`config.mk`:
```
export PLATFORM = sky130hd
export DESIGN_NAME = reg_bank_dumper_flat
export DESIGN_NICKNAME = d
export VERILOG_FILES = /design/src/rtl/reg_bank_dumper_if.sv /design/src/rtl/reg_bank_dumper.sv /design/src/flat_wrapper.sv
export SDC_FILE = /design/constraint.sdc
export NUM_CORES = 1
export LEC_CHECK = 0
export CORE_MARGIN = 2
export CORE_UTILIZATION = 47
export CTS_BUF_LIST = sky130_fd_sc_hd__clkbuf_4 sky130_fd_sc_hd__clkbuf_8
export DETAILED_ROUTE_END_ITERATION = 16
export HOLD_SLACK_MARGIN = 0.12
export PLACE_DENSITY_LB_ADDON = 0.3
export SLEW_MARGIN = 20
export SYNTH_ARGS = -nofsm -noshare
export SYNTH_HDL_FRONTEND = slang
export SYNTH_SLANG_ARGS = --single-unit
export TNS_END_PERCENT = 50
```
`constraint.sdc`:
```
create_clock -name clk -period 1.52 [get_ports clk]
set_input_delay 0.456 -clock clk [delete_from_list [all_inputs] [get_ports clk]]
set_output_delay 0.456 -clock clk [all_outputs]
set_load 0.03 [all_outputs]
```
`src/rtl/reg_bank_dumper_if.sv`:
```
// Byte-stream and bank read-port signals for the register bank dumper.
// master: the dumper (drives rs, tx_data/tx_valid, busy, done).
// slave:  the environment (bank read data, start request, byte sink ready).
interface reg_bank_dumper_if #(
  parameter int DATA_WIDTH = 32
);
  logic                  start;
  logic [DATA_WIDTH-1:0] regdata;
  logic                  tx_ready;
  logic [4:0]            rs;
  logic [7:0]            tx_data;
  logic                  tx_valid;
  logic                  busy;
  logic                  done;

  modport master (
    input  start, regdata, tx_ready,
    output rs, tx_data, tx_valid, busy, done
  );

  modport slave (
    output start, regdata, tx_ready,
    input  rs, tx_data, tx_valid, busy, done
  );
endinterface

```
`src/rtl/reg_bank_dumper.sv`:
```
// Register bank dumper: on a start pulse, reads registers 0..NUM_REGS-1 through
// the bank's registered read port and streams each word LSB-byte first over a
// valid/ready byte interface.
// Optional: define REG_BANK_DUMPER_HEADER_EN to send a 0xA5 header byte
// before register 0.
module reg_bank_dumper #(
  parameter int DATA_WIDTH = 32,
  parameter int NUM_REGS   = 32
) (
  input  logic              clk,
  input  logic              rst,
  reg_bank_dumper_if.master bus
);

  localparam int              NUM_BYTES   = DATA_WIDTH / 8;
  localparam int              IDX_W       = (NUM_BYTES > 1) ? $clog2(NUM_BYTES) : 1;
  localparam logic [IDX_W-1:0] LAST_IDX   = IDX_W'(NUM_BYTES - 1);
  localparam logic [4:0]      LAST_RS     = 5'(NUM_REGS - 1);
  localparam logic [7:0]      HEADER_BYTE = 8'hA5;

  typedef enum logic [2:0] {
    IDLE,
    ADDR,
    LOAD,
    SEND,
`ifdef REG_BANK_DUMPER_HEADER_EN
    HEADER,
`endif
    DONE
  } state_t;

  state_t                state_reg;
  state_t                state_next;
  logic [4:0]            rs_reg;
  logic [IDX_W-1:0]      byte_idx;
  logic [DATA_WIDTH-1:0] word_reg;

  logic accept;
  logic last_byte;
  logic last_reg;

  // tx_valid is a pure function of state, so accept never loops back into it.
  assign accept    = bus.tx_valid && bus.tx_ready;
  assign last_byte = (byte_idx == LAST_IDX);
  assign last_reg  = (rs_reg == LAST_RS);

  // State register; reset aborts any dump in progress.
  always_ff @(posedge clk or posedge rst) begin
    if (rst) state_reg <= IDLE;
    else     state_reg <= state_next;
  end

  // Next-state logic.
  always_comb begin
    state_next = state_reg;
    case (state_reg)
      IDLE: begin
        if (bus.start) begin
`ifdef REG_BANK_DUMPER_HEADER_EN
          state_next = HEADER;
`else
          state_next = ADDR;
`endif
        end
      end
`ifdef REG_BANK_DUMPER_HEADER_EN
      HEADER:  if (accept) state_next = ADDR;
`endif
      ADDR:    state_next = LOAD;   // bank latches rs at the end of this cycle
      LOAD:    state_next = SEND;   // regdata is valid now, captured at the edge
      SEND: begin
        if (accept && last_byte) state_next = last_reg ? DONE : ADDR;
      end
      DONE:    state_next = IDLE;   // start is deliberately not looked at here
      default: state_next = IDLE;
    endcase
  end

  // Datapath: register index, captured word (shifted down per byte), byte counter.
  always_ff @(posedge clk or posedge rst) begin
    if (rst) begin
      rs_reg   <= '0;
      byte_idx <= '0;
      word_reg <= '0;
    end else begin
      case (state_reg)
        LOAD: begin
          word_reg <= bus.regdata;
          byte_idx <= '0;
        end
        SEND: begin
          if (accept) begin
            if (last_byte) begin
              // Final byte of the word: step to the next register, or back to 0 when finished.
              rs_reg <= last_reg ? 5'd0 : rs_reg + 5'd1;
            end else begin
              byte_idx <= byte_idx + IDX_W'(1);
              word_reg <= word_reg >> 8;
            end
          end
        end
        IDLE, DONE: rs_reg <= '0;
        default: ;
      endcase
    end
  end

  // Outputs decoded from state; tx_data is forced to 0 whenever no byte is offered.
  always_comb begin
    bus.rs       = rs_reg;
    bus.tx_valid = 1'b0;
    bus.tx_data  = 8'h00;
    bus.busy     = 1'b1;
    bus.done     = 1'b0;
    case (state_reg)
      IDLE: bus.busy = 1'b0;
      SEND: begin
        bus.tx_valid = 1'b1;
        bus.tx_data  = word_reg[7:0];
      end
`ifdef REG_BANK_DUMPER_HEADER_EN
      HEADER: begin
        bus.tx_valid = 1'b1;
        bus.tx_data  = HEADER_BYTE;
      end
`endif
      DONE: begin
        bus.busy = 1'b0;
        bus.done = 1'b1;
      end
      default: ;
    endcase
  end

endmodule
```
`src/flat_wrapper.sv`:
```
// flat-port wrapper written by rule: the top's interface ports become plain ports
module reg_bank_dumper_flat 
#(
  parameter int DATA_WIDTH = 32,
  parameter int NUM_REGS   = 32
)
  (clk, rst, bus_start, bus_regdata, bus_tx_ready, bus_rs, bus_tx_data, bus_tx_valid, bus_busy, bus_done);
  reg_bank_dumper_if #(.DATA_WIDTH(DATA_WIDTH)) bus_i ();
  input  logic clk;
  input  logic rst;
  input wire logic [$bits(bus_i.start)-1:0] bus_start;
  input wire logic [$bits(bus_i.regdata)-1:0] bus_regdata;
  input wire logic [$bits(bus_i.tx_ready)-1:0] bus_tx_ready;
  output wire logic [$bits(bus_i.rs)-1:0] bus_rs;
  output wire logic [$bits(bus_i.tx_data)-1:0] bus_tx_data;
  output wire logic [$bits(bus_i.tx_valid)-1:0] bus_tx_valid;
  output wire logic [$bits(bus_i.busy)-1:0] bus_busy;
  output wire logic [$bits(bus_i.done)-1:0] bus_done;
  assign bus_i.start = bus_start;
  assign bus_i.regdata = bus_regdata;
  assign bus_i.tx_ready = bus_tx_ready;
  assign bus_rs = bus_i.rs;
  assign bus_tx_data = bus_i.tx_data;
  assign bus_tx_valid = bus_i.tx_valid;
  assign bus_busy = bus_i.busy;
  assign bus_done = bus_i.done;
  reg_bank_dumper #(.DATA_WIDTH(DATA_WIDTH), .NUM_REGS(NUM_REGS)) u_core (.clk(clk), .rst(rst), .bus(bus_i));
endmodule
```
After elaboration in Yosys (flattened, before gate mapping)
Index checks and enable logic that the tools add are counted.

storage, ports and cells
  register bits = 42
  latch bits = 0
  RAM bits = 0
  ROM bits = 0
  output and inout port bits = 16
  word-level logic and storage cells = 44
  memories = 0

cells by class
  add/sub/neg operators = 2
  $mul = 0
  divide/modulo/power cells = 0
  magnitude comparators = 0
  eq/ne operators = 11
  shift operators = 0
  muxes and demuxes = 18
  bitwise logic cells = 0
  reductions and logical operators = 9

operators with widths
  kind                                                                    count
  32-bit 2-to-1 mux                                                       2
  32-bit case mux with 2 select lines                                     1
  5-bit 2-to-1 mux                                                        3
  3-bit case mux with 4 select lines                                      1
  5-bit case mux with 2 select lines                                      1
  3-bit 2-to-1 mux                                                        3
  8-bit 2-to-1 mux                                                        1
  3-bit by 2-bit equality test with 1-bit output (second input constant)  2
  2-bit by 1-bit != test with 1-bit output (second input constant)        3
  3-bit AND reduction                                                     2
  5-bit by 1-bit adder with 5-bit output (second input constant)          1
  5-bit equality test (second input constant)                             1
  2-bit 2-to-1 mux                                                        2
  2-bit != test (second input constant)                                   2
  2-bit case mux with 2 select lines                                      1
  2-bit nonzero test                                                      2
  3-bit by 1-bit equality test with 1-bit output (second input constant)  1
  3-bit equality test (second input constant)                             1
  3-bit zero test                                                         1
  1-bit 2-to-1 mux                                                        3
  2-bit by 1-bit adder with 2-bit output (second input constant)          1
  2-bit equality test (second input constant)                             1
  1-bit logical AND                                                       2
  2-bit AND reduction                                                     1
  2-bit OR reduction                                                      1

Logic depth before layout (Yosys ltp)
  depth in word-level cells = 6
  gate-level depth with buffers = 6
  mapped depth without buffers = 6

Worst setup path after synthesis
Ideal clock, no wire load.

  path kind = reg-to-output
  from = register u_core.state_reg[0]
  to = output port bus_done
  arrival = 1.466 ns
  data required time = 1.064 ns
  setup slack = -0.402 ns
  cell stages (with the launch flop) = 5
  path buffers = 1
  cells stage by stage = dfrtp_1 clkbuf_1 nor2_1 inv_1 nor2_1

on the way
  word-level cells in the longest chain between the ends = 2

RTL lines
  what                    line                    text
  start, declared         reg_bank_dumper.sv:32   state_t state_reg;
  start signal, assigned  reg_bank_dumper.sv:50   else state_reg <= state_next;
  3-bit equality test     reg_bank_dumper.sv:115  case (state_reg)
  1-bit 2-to-1 mux        reg_bank_dumper.sv:115
  end, declared           flat_wrapper.sv:18      output wire logic [$bits(bus_i.done)-1:0] bus_done;

Every way passes these cells.

Worst setup path in the final report
  from = register u_core.state_reg[2]
  to = output port bus_tx_data[6]

on the way
  word-level cells in the longest chain between the ends = 2

RTL lines
  what                                            line                    text
  3-bit by 2-bit equality test with 1-bit output  reg_bank_dumper.sv:115
  8-bit 2-to-1 mux                                reg_bank_dumper.sv:115
  end, declared                                   flat_wrapper.sv:15      output wire logic [$bits(bus_i.tx_data)-1:0] bus_tx_data;

Every way passes these cells.

==> flow_summary_export.csv <==
group,metric,value,unit
finish,drive_above_1_share,56.2,%
timing,setup_slack,-0.255,ns
min_path,hold_class,"primary input to async pin",
clock_tree,clk_latency,0.30,ns
clock_tree,postCtsHoldBufs,0,
clock_tree,cts_max_path_buffers,2,
critical_path,critical_path_class,"flop to primary output",
clock_tree,cts-root-buf,"clkbuf_8",
clock_tree,cts_buffers,5,
timing,final_hold_viol_count,0,
critical_path,worst_setup_path_start_kind,"flop",
place,place_inst,285,
logic_synthesis,synth.distinct_cells,28,
critical_path,cp_cell_sequence,"nand3b_4, inv_6, buf_12, and2_4, buf_6",
timing,fmax,563,MHz
finish,layout_common_cells,"49 x mux2_4, 39 x dfrtp_1, 34 x clkdlybuf4s50_1, 26 x buf_4, 15 x buf_6",
finish,final_common_cell,"mux2_4",
die,io-pin-count,52,
critical_path,rrSetupSlack,-0.22,ns
place,place.detailed.hpwl,3140,µm
logic_synthesis,synthesis.area,0.00224,mm²
critical_path,timing.rr.start,"u_core.state_reg[2]",
timing,rsz0062_at_grt,"true",
status,outcome,"complete, but fails checks",
logic_synthesis,ys_seq_elements,42,
timing,finalSetupViolations,47,
timing,slew_headroom,79.0,%
clock_tree,cts-htree-levels,2,
critical_path,critPathMaxFanout,6,
route,first_iter_violations,92,
finish,syn_to_final_growth,59.3,%
power,vdd_drop_max,0.976,mV
route,drc,0,
critical_path,crit-reg2reg-capture,"u_core.word_reg[8]",
route,drt_wl_total,5490,µm
die,die_h,73.1,µm
place,port_buffers,51,
power,power_frac_seq,27.4,%
critical_path,worstPathRequired,1.06,ns
timing,drv_slew,0,
place,gp_congestion,0.796,
die,core,0.00466,mm²
die,start_util,48.1,%
critical_path,arrival,1.32,ns
die,dieArea,0.00534,mm²
job,max_cap_viol_count,0,
power,switching_share,31.8,%
place,placed_area,0.00300,mm²
clock_tree,clk_pin_slew,0.08,ns
power,power_frac_comb,58.2,%
finish,diodes,0,
critical_path,crit_path_max_incr_delay,0.39,ns
timing,finalCritPeriodShare,117,%
place,pre_cts_ws,-0.496,ns
finish,fin_area,0.00357,mm²
global_route,grt_usage,20.7,%
route,detail-route-antenna-nets,0,
status,violations,"setup timing",
global_route,grt_pass1_wl,8340,µm
global_route,grt_max_degree,43,
power,total_power,6.23,mW
logic_synthesis,avgSynthCellArea,13.3,µm²
route,wl_per_cell,17.6,µm
finish,utilization,76.6,%
finish,finalNonFillerCells,312,
critical_path,worst-r2r-cell-count,6,
clock_tree,cts_tree,"built",
timing,period_needed,1.77,ns
logic_synthesis,seq_area_frac_synth,46.9,%
die,die_w,73.1,µm
finish,multi_input_area,0.00128,mm²
critical_path,critPathSlowestCell,"dfrtp_1",
route,num_vias,1663,
finish,seqCellArea,0.00105,mm²
finish,largest_reg_flops,32,
logic_synthesis,syn_nets,208,
global_route,first_global_vias,1699,
die,rows,25,
critical_path,cp-end-kind,"primary output",
critical_path,path_buf_inv,3,
route,avgViaCountPerCell,5.33,
logic_synthesis,ys_warn_count,0,
logic_synthesis,synthCells,169,
global_route,grt.overflow.total,0,
critical_path,critical_path.top_delay_family,"flip-flops",
finish,fillers,278,
power,leakage,1.74,nW
global_route,antenna_found_initial,0,
timing,tightestPinTransition,0.316,ns
power,power.switching,1.98,mW
power,intPower,4.25,mW
finish,fin_nets,296,
route,dr.pass1.iters,4,
timing,skew,0.0105,ns
power,power.density,1740,mW/mm²
power,pwr-share-clk,14.4,%
clock_tree,clock_sinks,42,
==> kinds of logic (layout without fill, tap and decap cells) <==
kind of cell,after synthesis,after routing,share of synthesized area (%)
adders and majority gates,3,3,1.67
buffers and inverters,17,106,5.19
AOI/OAI and AO/OA,15,15,4.46
muxes,56,56,32.1
and+or+nand+nor,36,36,9.65
DFF,42,42,46.9
==> cell type report <==
type / count / share of cell area [%]
Clock inverter: 2 / 1.05
Tap cell: 54 / 1.89
Inverter: 8 / 1.05
Timing Repair Buffer: 90 / 28.5
Multi-Input combinational cell: 110 / 35.8
Sequential cell: 42 / 29.5
Clock buffer: 6 / 2.14
==> power groups by stage <==
stage	sequential, mW	combinational (mW)	clock (mW)
after floorplan	1.70	1.93	0
after global placement	1.67	2.53	0
after detailed placement	1.69	2.58	0
after CTS	1.69	3.30	0.897
after global routing	1.75	3.81	0.944
final	1.71	3.62	0.898
==> metrics by stage <==
| stage | setup TNS (ns) | hold slack (ns) |
|---|---|---|
| finish | -6.55 | 0.495 |
| global placement | -15.83 | 0.476 |
| CTS | -5.50 | 0.511 |
| floorplan | -1.31 | 0.443 |
| detailed placement | -16.70 | 0.483 |
| global route | -8.56 | 0.505 |
==> layer usage <==
| metal | vias up | share of wire (%) | track usage (%) |
|---|---|---|---|
| met4 | 0 | 2.2 | 5.56 |
| met3 | 11 | 3.3 | 4.01 |
| li1 | 774 | - | - |
| met5 | - | 0 | 0 |
| met2 | 44 | 50 | 35.2 |
| met1 | 834 | 44 | 26.8 |
==> cell usage after synthesis (all sizes together) <==
cell type	number	share of area, %
nor3	1	0.22
nor4	1	0.28
ha	3	1.7
o41ai	2	0.78
a31oi	1	0.28
nand2	3	0.50
dfrtp	42	47
o211a	1	0.45
a21oi	3	0.67
nand3	6	1.3
mux2	56	32
nor2	3	0.50
o21ai	5	1.1
clkbuf	1	0.17
a31o	1	0.39
and2	9	2.5
and3	3	0.89
o311ai	2	0.78
buf	8	3.6
nor2b	9	2.5
nand3b	1	0.89
inv	8	1.5
==> how the worst max path moves through the flow <==
stage	depth (start not counted)	start	slack, ns	endpoint
2_1_floorplan	5	u_core.state_reg[2]	-0.09	bus_tx_data[0]
3_3_place_gp	5	bus_tx_ready	-0.47	u_core.word_reg[8]
3_5_place_dp	5	bus_tx_ready	-0.50	u_core.word_reg[9]
4_1_cts	5	u_core.state_reg[2]	-0.26	bus_tx_data[2]
5_1_grt	5	u_core.state_reg[2]	-0.31	bus_tx_data[1]
6_report	5	u_core.state_reg[2]	-0.25	bus_tx_data[6]
==> tightest hold or removal path, stage by stage <==
cell and delay (ns):
clkdlybuf4s50_1 0.40, clkinv_1 0.07, buf_12 0.23
==> what timing repair did <==
item,CTS,global route
pin swaps,2,1
resized for setup,37,18
endpoints found under the setup margin,45,49
cloned,4,0
endpoints found under the hold margin,0,0
setup buffers,7,9
Note: power is estimated with default switching activity, not from simulation.
